===== src/rtl/first_nios2_system_sysid_arb.sv =====
// ---------------------------------------------------------------------------
// first_nios2_system_sysid_arb
// Two-master round-robin read arbiter and sequencer in front of the
// combinational system-ID slave. One read is outstanding at a time. The
// winner is stalled low only in its acceptance cycle. After READ_LATENCY
// settle cycles, readdata is captured and returned to the owner with a
// one-cycle readdatavalid strobe.
//
// Optional feature macro: SYSID_ARB_LOCK_EN
//   Adds m0_lock/m1_lock. A master accepted with lock=1 keeps exclusive
//   access until it is accepted with lock=0, or until it leaves read low
//   during an armed idle cycle.
//
// Ports
//   clock, reset_n          clock; asynchronous active-low reset
//   mX_address, mX_read     master X word address and read request
//   mX_lock                 master X lock request (SYSID_ARB_LOCK_EN only)
//   mX_waitrequest          master X stall; low only in its acceptance cycle
//   mX_readdata             captured read data, qualified by mX_readdatavalid
//   mX_readdatavalid        master X one-cycle response strobe
//   s_address, s_readdata   sysid slave address out, combinational data in
// ---------------------------------------------------------------------------
module first_nios2_system_sysid_arb #(
    parameter int unsigned READ_LATENCY = 1,
    parameter int unsigned DATA_W       = 32
) (
    input  logic              clock,
    input  logic              reset_n,
    input  logic              m0_address,
    input  logic              m0_read,
`ifdef SYSID_ARB_LOCK_EN
    input  logic              m0_lock,
`endif
    output logic              m0_waitrequest,
    output logic [DATA_W-1:0] m0_readdata,
    output logic              m0_readdatavalid,
    input  logic              m1_address,
    input  logic              m1_read,
`ifdef SYSID_ARB_LOCK_EN
    input  logic              m1_lock,
`endif
    output logic              m1_waitrequest,
    output logic [DATA_W-1:0] m1_readdata,
    output logic              m1_readdatavalid,
    output logic              s_address,
    input  logic [DATA_W-1:0] s_readdata
);

    localparam int unsigned CNT_W = 3;
    localparam logic [CNT_W-1:0] CNT_INIT = CNT_W'(READ_LATENCY - 1);

    // Reject latencies the 3-bit counter cannot express.
    if (READ_LATENCY < 1 || READ_LATENCY > 8) begin : g_lat_chk
        $error("READ_LATENCY must be in 1..8");
    end

    typedef enum logic [1:0] {
        ST_IDLE = 2'd0,
        ST_WAIT = 2'd1,
        ST_DONE = 2'd2
    } state_t;

    state_t              r_state;
    state_t              w_state_nxt;
    logic                r_armed;
    logic                r_rr_last;
    logic                w_rr_last_nxt;
    logic                r_addr_q;
    logic                w_addr_nxt;
    logic                r_owner;
    logic                w_owner_nxt;
    logic [CNT_W-1:0]    r_cnt;
    logic [CNT_W-1:0]    w_cnt_nxt;
    logic [DATA_W-1:0]   r_rdata_q;
    logic [DATA_W-1:0]   w_rdata_nxt;

    logic                w_elig0;
    logic                w_elig1;
    logic                w_accept;
    logic                w_winner;
    logic                w_wait0;
    logic                w_wait1;
    logic                w_rdv0;
    logic                w_rdv1;

`ifdef SYSID_ARB_LOCK_EN
    logic                r_lock_vld;
    logic                r_lock_id;
    logic                w_lock_vld_nxt;
    logic                w_lock_id_nxt;
`endif

    // Eligibility: a held lock restricts acceptance to the locking master.
    always_comb begin
        w_elig0 = m0_read;
        w_elig1 = m1_read;
`ifdef SYSID_ARB_LOCK_EN
        if (r_lock_vld) begin
            w_elig0 = m0_read & ~r_lock_id;
            w_elig1 = m1_read &  r_lock_id;
        end
`endif
        w_accept = r_armed && (r_state == ST_IDLE) && (w_elig0 || w_elig1);
        // On a tie the master that did not win last time goes next.
        w_winner = (w_elig0 && w_elig1) ? ~r_rr_last : w_elig1;
    end

    // Next-state and output decode.
    always_comb begin
        w_state_nxt   = r_state;
        w_rr_last_nxt = r_rr_last;
        w_addr_nxt    = r_addr_q;
        w_owner_nxt   = r_owner;
        w_cnt_nxt     = r_cnt;
        w_rdata_nxt   = r_rdata_q;
        w_wait0       = 1'b1;
        w_wait1       = 1'b1;
        w_rdv0        = 1'b0;
        w_rdv1        = 1'b0;
`ifdef SYSID_ARB_LOCK_EN
        w_lock_vld_nxt = r_lock_vld;
        w_lock_id_nxt  = r_lock_id;
`endif
        case (r_state)
            ST_IDLE: begin
                if (w_accept) begin
                    w_wait0       = w_winner;
                    w_wait1       = ~w_winner;
                    w_addr_nxt    = w_winner ? m1_address : m0_address;
                    w_owner_nxt   = w_winner;
                    w_rr_last_nxt = w_winner;
                    w_cnt_nxt     = CNT_INIT;
                    w_state_nxt   = ST_WAIT;
`ifdef SYSID_ARB_LOCK_EN
                    // Winner is always the lock holder while locked, so this
                    // both takes and releases the lock.
                    w_lock_vld_nxt = w_winner ? m1_lock : m0_lock;
                    w_lock_id_nxt  = w_winner;
`endif
                end
`ifdef SYSID_ARB_LOCK_EN
                else if (r_armed && r_lock_vld &&
                         !(r_lock_id ? m1_read : m0_read)) begin
                    // Lock holder went away; release exclusivity.
                    w_lock_vld_nxt = 1'b0;
                end
`endif
            end
            ST_WAIT: begin
                if (r_cnt == '0) begin
                    w_rdata_nxt = s_readdata;
                    w_state_nxt = ST_DONE;
                end else begin
                    w_cnt_nxt = r_cnt - CNT_W'(1);
                end
            end
            ST_DONE: begin
                w_rdv0      = ~r_owner;
                w_rdv1      = r_owner;
                w_state_nxt = ST_IDLE;
            end
            default: begin
                w_state_nxt = ST_IDLE;
            end
        endcase
    end

    // State register.
    always_ff @(posedge clock or negedge reset_n) begin
        if (!reset_n) begin
            r_state   <= ST_IDLE;
            r_armed   <= 1'b0;
            r_rr_last <= 1'b1;
            r_addr_q  <= 1'b0;
            r_owner   <= 1'b0;
            r_cnt     <= '0;
            r_rdata_q <= '0;
`ifdef SYSID_ARB_LOCK_EN
            r_lock_vld <= 1'b0;
            r_lock_id  <= 1'b0;
`endif
        end else begin
            r_state   <= w_state_nxt;
            r_armed   <= 1'b1;
            r_rr_last <= w_rr_last_nxt;
            r_addr_q  <= w_addr_nxt;
            r_owner   <= w_owner_nxt;
            r_cnt     <= w_cnt_nxt;
            r_rdata_q <= w_rdata_nxt;
`ifdef SYSID_ARB_LOCK_EN
            r_lock_vld <= w_lock_vld_nxt;
            r_lock_id  <= w_lock_id_nxt;
`endif
        end
    end

    // Readdata is always the captured word; only readdatavalid qualifies it.
    assign m0_waitrequest   = w_wait0;
    assign m1_waitrequest   = w_wait1;
    assign m0_readdatavalid = w_rdv0;
    assign m1_readdatavalid = w_rdv1;
    assign m0_readdata      = r_rdata_q;
    assign m1_readdata      = r_rdata_q;
    assign s_address        = r_addr_q;

endmodule

===== config.mk =====
export PLATFORM = sky130hd
export DESIGN_NAME = first_nios2_system_sysid_arb
export DESIGN_NICKNAME = d
export VERILOG_FILES = /design/src/rtl/first_nios2_system_sysid_arb.sv
export SDC_FILE = /design/constraint.sdc
export NUM_CORES = 1
export LEC_CHECK = 0
export BUFFER_PORTS_ARGS = -buffer_cell sky130_fd_sc_hd__buf_2
export CORE_ASPECT_RATIO = 1.1
export CORE_UTILIZATION = 30
export CTS_CLUSTER_DIAMETER = 60
export CTS_CLUSTER_SIZE = 28
export DETAILED_ROUTE_END_ITERATION = 12
export PLACE_DENSITY = 0.54
export SLEW_MARGIN = 20
export SYNTH_ARGS = -nofsm -noshare
export SYNTH_HDL_FRONTEND = slang
export SYNTH_SLANG_ARGS = --single-unit

===== constraint.sdc =====
create_clock -name clock -period 1.8 [get_ports clock]
set_input_delay 0.36 -clock clock [delete_from_list [all_inputs] [get_ports clock]]
set_output_delay 0.36 -clock clock [all_outputs]
set_load 0.005 [all_outputs]

==> results.tsv <==
stage	metric	value	unit
outcome	run status	finished with violations	
outcome	failing checks	negative setup slack	
cts	total clock buffers created by CTS	5	
floorplanning	Site Rows	30	
floorplanning	core box area	6190	um2
cts	clock insertion delay at the later pin of the skew report	0.29	ns
yosys	Seq/Total Area, Yosys	53.1	%
floorplanning	boundary pin count	107	
sta	clock period minus worst slack	1.85	ns
drt	final wirelength	3570	um
flow_run	max-capacitance violation count	0	
final_layout	utilization after layout	40.2	%
sta	final worst clock skew	0.00498	ns
yosys	cell type contributing the most total cell area after synthesis	dfrtp_1	
worst_setup_path	Arrival @ worst endpoint	1.49	ns
cts	CTS Root Cell	clkbuf_8	
drt	length of the first detailed-routing pass in iterations	3	
worst_setup_path	category of the most critical setup path	register to output port	
power_and_ir_drop	Power Dens Cells	1150	nW/um2
floorplanning	area enclosed by the die boundary	6770	um2
yosys	Netlist Area Pre-Place	1930	um2
worst_setup_path	Critical Path End Type	output port	
power_and_ir_drop	maximum VDD drop	0.404	mV
yosys	area share of the leading cell type in the synthesized netlist	51.7	%
drt	DRC violation count after routing	0	
power_and_ir_drop	overall power	2.86	mW
cts	buffer levels on the longest clock path	2	
yosys	Yosys warning count	0	
drt	Avg Vias per Cell	4.31	
cts	clock tree from TritonCTS	built	
worst_setup_path	crit path cell chain	or3b_4, or2_4, buf_6	
cts	H-tree Lvls	2	
sta	number of slew-limit violations in the final report	0	
worst_setup_path	Critical Path Fanout Max	4	
drt	post-DR wirelength/cell	11.4	um
sta	final setup violating endpoints	1	
final_layout	antenna diode instance count	0	
power_and_ir_drop	Lkg Pwr	1.24	nW
yosys	Mapped Avg Cell Area	13.4	um2
yosys	dominant cells by area after synthesis	dfrtp_1, mux2_1, buf_4, buf_6, dfstp_2	
global_route	global-route wire length before repair	5830	um
final_layout	Layout Nets	271	
global_route	maximum number of pins on one net before global-route repair	22	
place	port bufs	106	
final_layout	layout-stage area growth over the synthesis result	28.8	%
worst_setup_path	slowest stage cell on the critical path	or3b_4	
sta	unrepaired setup endpoints after global routing	yes	
final_layout	share of cells above drive strength 1	57.8	%
sta	Fmax	0.540	GHz
sta	count of endpoints failing hold in the final timing report	0	
worst_setup_path	CP max stage delay	0.43	ns
sta	Period Utilization, post-route	103	%
worst_setup_path	required arrival time at the worst endpoint	1.44	ns
place	HPWL Detailed	2700	um
floorplanning	Die Span Y	86.2	um
sta	Sum Neg Setup Slack	-0.0503	ns
drt	remaining antenna violation count after routing	0	
hold_path	worst hold-check path type	input pin to asynchronous set/reset pin	
yosys	synthesized netlist net count	184	
yosys	Gate Count Post-Synth	144	
global_route	antenna violations before repair	0	
drt	initial drt markers	27	
drt	total number of vias	1346	
yosys	FF+latch count, synth	41	
global_route	total global routing track utilization	11.3	%
worst_setup_path	number of buffer and inverter instances along the worst setup path	1	
cts	clock edge transition at the registers on the reported setup and hold paths	0.08	ns
floorplanning	effective utilization at floorplan	31.2	%
global_route	overflow left after global routing	0	
floorplanning	die outline width	78.6	um
worst_setup_path	family with the most delay on the worst path	simple AND/OR/NAND/NOR gates	
place	final weighted congestion in routability-driven placement	0.660	
yosys	number of unique standard cell types used by synthesis	31	
sta	Worst Hold Margin	0.0202	ns
sta	worst setup margin	-0.0503	ns
cts	TritonCTS Sinks	41	
global_route	via count of the first global-routing pass	1251	
worst_setup_path	crit path launch type	register	
-- power breakdown --
group / leakage, nW / switching [mW] / internal (mW) / total, mW
Clock: 0.0542 / 0.312 / 0.347 / 0.659
Combinational: 0.702 / 0.356 / 0.517 / 0.873
Sequential: 0.483 / 0.158 / 1.17 / 1.33
Total: 1.24 / 0.825 / 2.04 / 2.86
-- per-stage QoR --
| stage | cells | setup slack (ns) | area [um2] |
|---|---|---|---|
| after floorplan | 144 | 0.302 | 1930 |
| after global placement | 298 | 0.184 | 2340 |
| after detailed placement | 298 | 0.153 | 2340 |
| after CTS | 310 | -0.0682 | 2480 |
| after global routing | 312 | -0.0929 | 2490 |
| final | 312 | -0.0503 | 2490 |
-- worst paths after layout --
| check | from | to | slack, ns | cells past startpoint |
|---|---|---|---|---|
| worst min register to register | r_cnt[0] | r_cnt[0] | 0.48 | 1 |
| worst max register to register | r_state[1] | m0_readdata[15] | 0.14 | 6 |
| worst max-delay path | r_state[1] | m1_waitrequest | -0.05 | 3 |
| worst min-delay path | reset_n | m0_readdata[29] | 0.02 | 1 |
| max in group asynchronous | reset_n | r_rr_last | 1.23 | 2 |
| min in group clock | m0_read | r_rr_last | 0.27 | 2 |
-- layer usage --
layer | vias to the layer above | share of wire, % | global-route usage (%)
met1 | 651 | 42 | 13.6
li1 | 632 | - | -
met5 | - | 0 | 0
met3 | 5 | 7.6 | 4.00
met2 | 58 | 49 | 18.3
met4 | 0 | 1.7 | 4.55
-- registers in the layout, summed over array words and instances, names as in the netlist --
| signal | count |
|---|---|
| m0_readdata | 32 |
| r_rr_last | 1 |
| r_owner | 1 |
| r_armed | 1 |
| r_state | 2 |
| r_cnt | 3 |
| s_address | 1 |
-- cell families (layout without fill, tap and decap cells) --
family	after synthesis	after routing	synth area share, %
flops	41	41	53.1
other cells	1	1	0.194
buf+inv	38	126	14.7
compound gates	9	9	3.62
mux	33	33	19.1
simple gates	20	20	7.89
fa+ha+maj	2	2	1.29
-- timing repair --
| item | in CTS | in global routing |
|---|---|---|
| hold buffers | 0 | 0 |
| endpoints found under the setup margin | 2 | 2 |
| pin swaps | 3 | 2 |
| setup buffers | 4 | 2 |
| gates resized for setup | 2 | 0 |
| hold endpoints to repair | 0 | 0 |
-- synth_stat cells --
master and number:
nand3_2 1, conb_1 1, dfrtp_1 40, o21ai_0 1, a21bo_2 1, nand2_1 4
nor2_1 1, inv_1 3, buf_4 32, o22ai_2 1, dfstp_2 1, nor2b_1 2
o22ai_1 1, nand2b_1 2, or2_4 1, mux2_1 32, a2bb2oi_1 1, a31oi_1 1
or3b_2 1, mux2i_1 1, buf_6 3, nand2b_4 1, o32ai_1 1, nor2_4 2
and3b_1 1, ha_1 2, or4b_1 1, or3b_4 1, o211ai_1 1, nor3b_1 2
a21oi_1 1
-- layout by cell type (no fill, tap or decap), types with 2 or more instances in the layout --
master	Yosys	layout
buf_12	0	2
ha_1	2	2
inv_1	3	3
clkbuf_8	0	7
mux2_1	32	32
nand2b_1	2	2
nor2_4	2	2
buf_2	0	105
nor2b_1	2	2
dfrtp_1	40	39
buf_4	32	7
nand2_1	4	4
nor3b_1	2	2
-- cell type report --
class / count / area, um2
clock inverter: 1 / 5.00
sequential: 41 / 1030
timing repair buffer: 115 / 629
clock buffer: 7 / 96.3
tap: 80 / 100
fill: 606 / 3700
multi-input combinational: 65 / 622
inverter: 3 / 11.3
No activity file was read; power rests on OpenSTA's default activity.
